<file path="src/rtl/sad_pkg.sv">
// ============================================================================
// Module      : sad_pkg
// Description : Shared defaults, constants and state encoding for the SAD
//               block-match search sequencer.
// Revision    : 1.0 - initial release
// ============================================================================
`default_nettype none

package sad_pkg;

    localparam int DEF_WIDTH    = 8;
    localparam int DEF_BUF_SIZE = 80;
    localparam int DEF_CNT_W    = 7;
    localparam int DEF_NUM_CAND = 16;
    localparam int DEF_CAND_W   = 4;
    localparam int DEF_SAD_W    = 15;

    localparam logic [DEF_SAD_W-1:0] SAD_MAX = '1;

    typedef enum logic [3:0] {
        S_IDLE      = 4'd0,
        S_CLR_ALL   = 4'd1,
        S_LOAD_TPL  = 4'd2,
        S_LOAD_CAND = 4'd3,
        S_FIRE      = 4'd4,
        S_WAIT      = 4'd5,
        S_UPDATE    = 4'd6,
        S_CLR_CAND  = 4'd7,
        S_DONE      = 4'd8
    } state_t;

endpackage

`default_nettype wire

</file>
<file path="src/rtl/sad_min_tracker.sv">
// ============================================================================
// Module      : sad_min_tracker
// Description : Holds the running minimum SAD and the candidate index that
//               produced it; clear restores the all-ones sentinel.
// Revision    : 1.0 - initial release
// ============================================================================
`default_nettype none

module sad_min_tracker #(
    parameter int SAD_W  = 15,
    parameter int CAND_W = 4
) (
    input  logic              clk,
    input  logic              rst,
    input  logic              clr,
    input  logic              upd,
    input  logic [SAD_W-1:0]  sad_in,
    input  logic [CAND_W-1:0] idx_in,
    output logic [SAD_W-1:0]  best_sad,
    output logic [CAND_W-1:0] best_idx
);

    // Strict less-than: on a tie the earlier (lower) index is kept.
    always_ff @(posedge clk or posedge rst) begin
        if (rst) begin
            best_sad <= '1;
            best_idx <= '0;
        end else if (clr) begin
            best_sad <= '1;
            best_idx <= '0;
        end else if (upd && (sad_in < best_sad)) begin
            best_sad <= sad_in;
            best_idx <= idx_in;
        end
    end

endmodule

`default_nettype wire

</file>
<file path="src/rtl/sad_search_sequencer.sv">
// ============================================================================
// Module      : sad_search_sequencer
// Description : Streams a template and NUM_CAND candidate blocks into the
//               pixel buffers, fires the SAD core per candidate, tracks min.
// Revision    : 1.0 - initial release
// ============================================================================
`default_nettype none

module sad_search_sequencer
    import sad_pkg::*;
#(
    parameter int WIDTH    = DEF_WIDTH,
    parameter int BUF_SIZE = DEF_BUF_SIZE,
    parameter int CNT_W    = DEF_CNT_W,
    parameter int NUM_CAND = DEF_NUM_CAND,
    parameter int CAND_W   = DEF_CAND_W,
    parameter int SAD_W    = DEF_SAD_W
) (
    input  logic              clk,
    input  logic              rst,
    input  logic              start,
    input  logic              pix_valid,
    input  logic [WIDTH-1:0]  pix_data,
    output logic              pix_ready,
    output logic [WIDTH-1:0]  buf_data,
    output logic              tpl_wr_en,
    output logic              cand_wr_en,
    output logic              tpl_clr,
    output logic              cand_clr,
    input  logic              tpl_full,
    input  logic              cand_full,
    output logic              sad_start,
    input  logic              sad_done,
    input  logic [SAD_W-1:0]  sad_value,
    output logic [SAD_W-1:0]  best_sad,
    output logic [CAND_W-1:0] best_idx,
    output logic              busy,
    output logic              done
);

    localparam logic [CNT_W-1:0]  c_last_byte = CNT_W'(BUF_SIZE - 1);
    localparam logic [CAND_W-1:0] c_last_cand = CAND_W'(NUM_CAND - 1);

    state_t              r_state;
    state_t              w_next;
    logic [CNT_W-1:0]    r_byte_cnt;
    logic [CAND_W-1:0]   r_cand_idx;
    logic [SAD_W-1:0]    r_sad_cap;
    logic                w_accept;
    logic                w_last_byte;
    logic                w_clr_best;
    logic                w_upd_best;

    assign buf_data    = pix_data;
    assign busy        = (r_state != S_IDLE);
    assign w_accept    = pix_valid & pix_ready;
    assign w_last_byte = (r_byte_cnt == c_last_byte);

    always_ff @(posedge clk or posedge rst) begin
        if (rst) r_state <= S_IDLE;
        else     r_state <= w_next;
    end

    // Load states use pix_valid directly so pix_ready never feeds back into itself.
    always_comb begin
        w_next     = r_state;
        pix_ready  = 1'b0;
        tpl_wr_en  = 1'b0;
        cand_wr_en = 1'b0;
        tpl_clr    = 1'b0;
        cand_clr   = 1'b0;
        sad_start  = 1'b0;
        done       = 1'b0;
        w_clr_best = 1'b0;
        w_upd_best = 1'b0;
        case (r_state)
            S_IDLE:      if (start) w_next = S_CLR_ALL;
            S_CLR_ALL: begin
                tpl_clr    = 1'b1;
                cand_clr   = 1'b1;
                w_clr_best = 1'b1;
                w_next     = S_LOAD_TPL;
            end
            S_LOAD_TPL: begin
                pix_ready = 1'b1;
                tpl_wr_en = pix_valid;
                if (pix_valid && w_last_byte) w_next = S_LOAD_CAND;
            end
            S_LOAD_CAND: begin
                pix_ready  = 1'b1;
                cand_wr_en = pix_valid;
                if (pix_valid && w_last_byte) w_next = S_FIRE;
            end
            S_FIRE: begin
                if (tpl_full && cand_full) begin
                    sad_start = 1'b1;
                    w_next    = S_WAIT;
                end
            end
            S_WAIT:      if (sad_done) w_next = S_UPDATE;
            S_UPDATE: begin
                w_upd_best = 1'b1;
                w_next     = (r_cand_idx == c_last_cand) ? S_DONE : S_CLR_CAND;
            end
            S_CLR_CAND: begin
                cand_clr = 1'b1;
                w_next   = S_LOAD_CAND;
            end
            S_DONE: begin
                done   = 1'b1;
                w_next = S_IDLE;
            end
            default:     w_next = S_IDLE;
        endcase
    end

    // Counter is held at zero outside the load states, so every load starts fresh.
    always_ff @(posedge clk or posedge rst) begin
        if (rst)             r_byte_cnt <= '0;
        else if (!pix_ready) r_byte_cnt <= '0;
        else if (w_accept)   r_byte_cnt <= w_last_byte ? '0 : r_byte_cnt + CNT_W'(1);
    end

    always_ff @(posedge clk or posedge rst) begin
        if (rst)                                     r_cand_idx <= '0;
        else if (w_clr_best)                         r_cand_idx <= '0;
        else if (w_upd_best && (r_cand_idx != c_last_cand)) r_cand_idx <= r_cand_idx + CAND_W'(1);
    end

    always_ff @(posedge clk or posedge rst) begin
        if (rst)                                   r_sad_cap <= '0;
        else if ((r_state == S_WAIT) && sad_done)  r_sad_cap <= sad_value;
    end

    sad_min_tracker #(
        .SAD_W  (SAD_W),
        .CAND_W (CAND_W)
    ) u_min_tracker (
        .clk      (clk),
        .rst      (rst),
        .clr      (w_clr_best),
        .upd      (w_upd_best),
        .sad_in   (r_sad_cap),
        .idx_in   (r_cand_idx),
        .best_sad (best_sad),
        .best_idx (best_idx)
    );

endmodule

`default_nettype wire

</file>
<file path="config.mk">
export PLATFORM = sky130hd
export DESIGN_NAME = sad_search_sequencer
export DESIGN_NICKNAME = d
export VERILOG_FILES = /design/src/rtl/sad_pkg.sv /design/src/rtl/sad_min_tracker.sv /design/src/rtl/sad_search_sequencer.sv
export SDC_FILE = /design/constraint.sdc
export NUM_CORES = 1
export LEC_CHECK = 0
export ABC_AREA = 1
export ABC_CLOCK_PERIOD_IN_PS = 5160
export BUFFER_PORTS_ARGS = -buffer_cell sky130_fd_sc_hd__buf_2
export CAP_MARGIN = 20
export CORE_ASPECT_RATIO = 1.4
export CORE_MARGIN = 5
export CORE_UTILIZATION = 45
export DETAILED_ROUTE_END_ITERATION = 7
export PLACE_DENSITY = 0.69
export SLEW_MARGIN = 40
export SYNTH_ARGS = -nofsm -noshare
export SYNTH_HDL_FRONTEND = slang
export SYNTH_SLANG_ARGS = --single-unit
</file>
<file path="constraint.sdc">
create_clock -name clk -period 5.16 [get_ports clk]
set_input_delay 0 -clock clk [delete_from_list [all_inputs] [get_ports clk]]
set_output_delay 0 -clock clk [all_outputs]
set_load 0.03 [all_outputs]
</file>
---- Word level (Yosys, flattened, before mapping) ----
Cells that the tools add are included.
storage, ports and cells
  flip-flop bits (word level) ............. 49
  logic and storage cells ................. 64
  input port bits ......................... 30
  output and inout bits ................... 35
cells by class
  muxes and demuxes ....................... 25
  reduce and logical (&&, ||, !) cells .... 12
  $add $sub $neg .......................... 2
  eq/ne operators ......................... 17
  bitwise operators ....................... 1
  order comparisons ....................... 1
operator list
  cell                   count
  $mux W4                10
  $pmux W4 S8            1
  $mux W15               2
  $mux W7                3
  $eq A4 B3 Y1 const B   4
  $lt A15 B15 Y1         1
  $ne A2 B2 Y1 const B   5
  $mux W1                9
  $eq A4 B2 Y1 const B   2
  $eq A4 B4 Y1 const B   2
  $add A7 B1 Y7 const B  1
  $eq A7 B7 Y1 const B   1
  $logic_and A1 B1 Y1    5
  $reduce_and A5 Y1      1
  $add A4 B1 Y4 const B  1
  $eq A4 B1 Y1 const B   1
  $logic_not A4 Y1       1
  $ne A4 B4 Y1 const B   1
  $reduce_bool A2 Y1     2
  $reduce_bool A4 Y1     1
  $reduce_or A2 Y1       2
  $ne A2 B1 Y1 const B   1
  $and A1 B1 Y1          1

---- Depth between registers and ports, before layout ----
  depth after elaboration ................. 6
  mapped depth ............................ 14
  depth with buffers taken out ............ 13

---- Cells and area by module ----
From an unflattened synthesis, not the netlist that was laid out.
unflattened totals
  cells, all modules ...................... 377
  area total of the unflattened synthesis .. 3096.7 µm²
by module, submodules not included
  module                times used  cells an instance  area each (µm²)
  sad_search_sequencer  1           203                1701.6
  sad_min_tracker       1           174                1395.1

---- Worst setup path before layout ----
No wires, ideal clock.
  path type ............................... reg-to-reg
  start point ............................. register u_min_tracker.best_sad[14]
  end point ............................... register u_min_tracker.best_idx[0]
  stages on the path, launching flop included .. 10
  arrival time ............................ 1.691 ns
  path buffers ............................ 1
  setup slack ............................. 3.351 ns
  period minus slack after synthesis ...... 1.809 ns
  setup time .............................. 0.119 ns
  required time ........................... 5.041 ns
  cell sequence ........................... dfstp_2 inv_1 ha_1 a21oi_1 nand3_1 nor2_1 nand2_2 buf_2 nand3_1 nand2_1
on the way
  cells in the longest elaborated chain, start to end .. 3
ends and longest elaborated chain
  what                                 line                   text
  from (decl)                          sad_min_tracker.sv:19  output logic [SAD_W-1:0] best_sad,
  from (signal assigned)               sad_min_tracker.sv:32  best_sad <= sad_in;
  $lt A15 B15 Y1                       sad_min_tracker.sv:31  end else if (upd && (sad_in < best_sad)) begin
  $logic_and A1 B1 Y1                  sad_min_tracker.sv:31
  $reduce_bool A2 Y1 (no source line)  n/a
  to (signal assigned)                 sad_min_tracker.sv:33  best_idx <= idx_in;
  to (decl)                            sad_min_tracker.sv:20  output logic [CAND_W-1:0] best_idx
Every way passes these cells.
A chain may end at the register's enable or synchronous reset.

---- Final worst setup path ----
  start point ............................. register r_state[2]
  end point ............................... output cand_clr
on the way
  cells in the longest elaborated chain, start to end .. 3
  elaborated cells between the ends (all ways) .. 4
ends and longest elaborated chain
  what                                          line                        text
  from (decl)                                   sad_search_sequencer.sv:44  state_t r_state;
  from (signal assigned)                        sad_search_sequencer.sv:61  else r_state <= w_next;
  $eq A4 B3 Y1 or $eq A4 B1 Y1 (tied branches)  sad_search_sequencer.sv:76  case (r_state)
  $reduce_or A2 Y1 (no source line) (*)         n/a
  $mux W1 (*)                                   sad_search_sequencer.sv:76
  to (decl)                                     sad_search_sequencer.sv:29  output logic cand_clr,
Mark *: on every way between the ends. The rest lies on a longest branch, timed or not.

==> summary.md <==
| Metric | Value |
|---|---|
| Initial DRC Count | roughly 100 |
| Psw | between 0.8 and 0.9 mW |
| Root buffer cell | clkbuf_8 |
| Setup slack, reg-to-reg | roughly 3000 ps |
| Total gr overflow | 0 |
| Total GRT Usage | about 15% |
| Vias per cell | 4.97 |
| Hold Path Depth | 0 |
| RR Endpoint | u_min_tracker.best_sad[4] |
| Setup crit start kind | register |
| Final Max Tran Viols | 0 |
| Combinational share of power | 51.8% |
| Worst r2r path cells | 9 |
| Post-Syn Area | ~2800 um2 |
| Htree depth | 2 |
| Clock buffer depth | 2 |
| Die Wd | 76.6 um |
| Io pins | between 60 and 70 |
| Main synth FF type | dfrtp_1 |
| Final setup vio count | 0 |
| Fin crit period | around 2200 ps |
| Critical Path, Cell by Cell | nor2_2 > inv_1 > nor2_2 > inv_2 > nand2_1 > buf_2 |
| Post-Synthesis Cells | 337 |
| Sink Count | 49 |
| Max VDD drop | between 0.0002 and 0.0003 V |
| Fraction of power consumed by sequential logic | 36.2% |
| Max stage delay on crit path | roughly 440 ps |
| Largest net degree at the start of global routing | 50 |
| Endpoint class of the critical path | output port |
| Actual slew at the worst max-slew pin | ~600 ps |
| Slew HR | approximately 60% |
| Area grow syn2layout | 16.7% |
| Placed cell areas | between 3000 and 4000 um2 |
| Crit-path max FO | 28 |
| CTS tree | built |
| Avg Inst Size Synth | slightly above 8 um2 |
| Crit path top cell by count | nor2_2 |
| Routed WL | just under 6000 um |
| Distinct cells, synth | 31 |
| F_max | roughly 0.46 GHz |
| Core ar. | a little over 6000 um2 |
| Synth Net Count | approximately 380 |
| Flops & latches, synth | between 40 and 50 |
| Final instance area | ~3300 um2 |
| Die area | 7900 um2 |
| Delay-heaviest family, CP | simple AND/OR/NAND/NOR gates |
| Period utilisation layout | 41.9% |
| Share of layout cells above drive strength 1 | a little over a quarter |
| Crit path buf inv count | 3 |
| TritonCTS buffer count | 5 |
| Setup Fix Bufs, Post-CTS | 0 |
| Setup repair after global routing missed its margin | false |
| Clk_skew | 11.2 ps |
| Worst-Skew Late Latency | around 300 ps |
| Leakage | approximately 1.8 nW |
| Switching Share | 45.7% |
| Max-cap viol count | 0 |
| Power Total | roughly 1.8 mW |
| Initial Util | between 40% and 50% |
| Async set-reset flop share out of synthesis | 100% |
| Clock transition at path regs | 80 ps |
| Final Hold Fails | 0 |
| WL per Instance | roughly 13 um |
| Status | finished clean |
| IO Port Bufs | 48 |
| Most frequent cells in the layout | 86 x nand2_1, 48 x buf_2, 43 x inv_1 |
| GPL Wtd Cong | roughly 0.88 |
| Worst hold path class | in -> out |
| Pint | 0.985 mW |
| DRT Pass-1 Iters | 4 |
| Antenna Cells | 0 |
| WHS Endpoint | buf_data[5] |
| Post-synth EDFFs | 0 |
| Reg2reg start | u_min_tracker.best_sad[14] |
| Crit path arrival time | 2160 ps |
| Die Ht | 103 um |
| Initial antenna violation count | 0 |
| DR vias | 2318 |
| Clock power frac | between 10% and 20% |
| YS warnings | 0 |
| WP data required | roughly 5200 ps |
| First-pass GRT wire length | ~10000 um |
| PD cells | between 500 and 600 nW/um2 |
| FP Rows | 34 |
| HP Start | pix_data[5] |
| Dpl hpwl | about 4200 um |
| Post-DRT Antenna Nets | 0 |
| Sum Neg Setup Slack | 0 ps |
| Final core occ | between 50 and 60% |
| Kind of critical path | reg -> out |
| Most common cell after layout, fill and taps aside | nand2_1 |
| Slowest CP cell | nor2_2 |
| DRC violations left | 0 |
| Fin nets | about 440 |
| Sequential fraction of the synthesis area | between 40% and 50% |
| Vias in the first global route | 2194 |
kinds of logic (layout without fill, tap and decap cells):
family | count (synthesis) | in the layout | share of synthesized area (%)
muxes | 11 | 11 | 4.44
DFF | 49 | 49 | 44.6
buffers and inverters | 64 | 121 | 10.7
adders and majority gates | 16 | 16 | 7.17
xor gates and xnor gates | 1 | 1 | 0.314
AOI/OAI and AO/OA | 25 | 25 | 4.75
and+or+nand+nor | 171 | 171 | 28.0
metrics by stage:
step | setup WS, ps | hold slack [ps] | cells
2_1_floorplan | 3350 | 132 | 337
3_3_place_gp | 3110 | 0.205 | 441
3_5_place_dp | 3050 | 0.205 | 441
4_1_cts | 2930 | 0.205 | 466
5_1_grt | 2790 | 0.174 | 466
6_report | 3000 | 0.0566 | 466
final cells by class:
class / count / area (um2)
sequential: 49 / 1240
inverter: 48 / 183
fill: 601 / 2870
clock inverter: 1 / 5.00
multi-input combinational: 224 / 1250
timing repair buffer: 65 / 410
clock buffer: 7 / 76.3
tap: 72 / 90.1
worst reg2reg max path: cells and delay by family, from the launching register on:
| family | cells | cell delay, ps |
|---|---|---|
| and+or+nand+nor | 6 | 1000 |
| DFF | 1 | 550 |
| buffers and inverters | 1 | 40 |
| AOI/OAI and AO/OA | 1 | 180 |
| adders and majority gates | 1 | 310 |
cell usage after synthesis, types with 4 or more instances:
library cell / instances / area (um2)
nand2_1: 86 / 323
inv_1: 44 / 165
nand3_1: 35 / 175
dfrtp_1: 34 / 851
nor2_1: 17 / 63.8
ha_1: 16 / 200
dfstp_2: 15 / 394
a21oi_1: 13 / 65.1
or2_2: 11 / 68.8
mux2_2: 10 / 113
buf_4: 8 / 60.1
o21ai_0: 8 / 40.0
nor3_1: 5 / 25.0
buf_2: 4 / 20.0
inv_2: 4 / 15.0
state kept, by name, summed over array words and instances, names as in the netlist:
signal / cells
r_state: 4
r_cand_idx: 4
r_sad_cap: 15
u_min_tracker.best_idx: 4
r_byte_cnt: 7
u_min_tracker.best_sad: 15
layer usage:
layer / GRT usage (%) / part of all wire, % / vias to the layer above
li1: - / - / 1178
met1: 18.0 / 44 / 1077
met2: 28.0 / 51 / 53
met3: 3.55 / 4.2 / 10
met4: 4.71 / 1.6 / 0
met5: 0 / 0 / -
repair_timing:
action,4_1_cts,5_1_grt
hold endpoints to repair,51,0
resized for setup,0,0
hold buffers,17,0
endpoints found under the setup margin,0,0
worst max path at each step:
stage	start	endpoint	slack (ps)	depth (start not counted)
6_report	r_state[2]	cand_clr	3000	6
3_5_place_dp	u_min_tracker.best_sad[14]	u_min_tracker.best_sad[4]	3050	9
4_1_cts	r_state[2]	cand_clr	2930	6
3_3_place_gp	u_min_tracker.best_sad[12]	u_min_tracker.best_sad[11]	3110	11
5_1_grt	r_state[2]	cand_clr	2790	6
2_1_floorplan	u_min_tracker.best_sad[14]	u_min_tracker.best_idx[0]	3350	9
power groups by stage:
stage | sequential, mW | clock [mW] | combinational, mW
final | 0.657 | 0.219 | 0.939
after global routing | 0.679 | 0.239 | 1.07
after CTS | 0.658 | 0.225 | 0.953
after detailed placement | 0.665 | 0 | 0.938
after global placement | 0.665 | 0 | 0.912
after floorplan | 0.740 | 0 | 0.661
No activity file was read; power rests on OpenSTA's default activity.
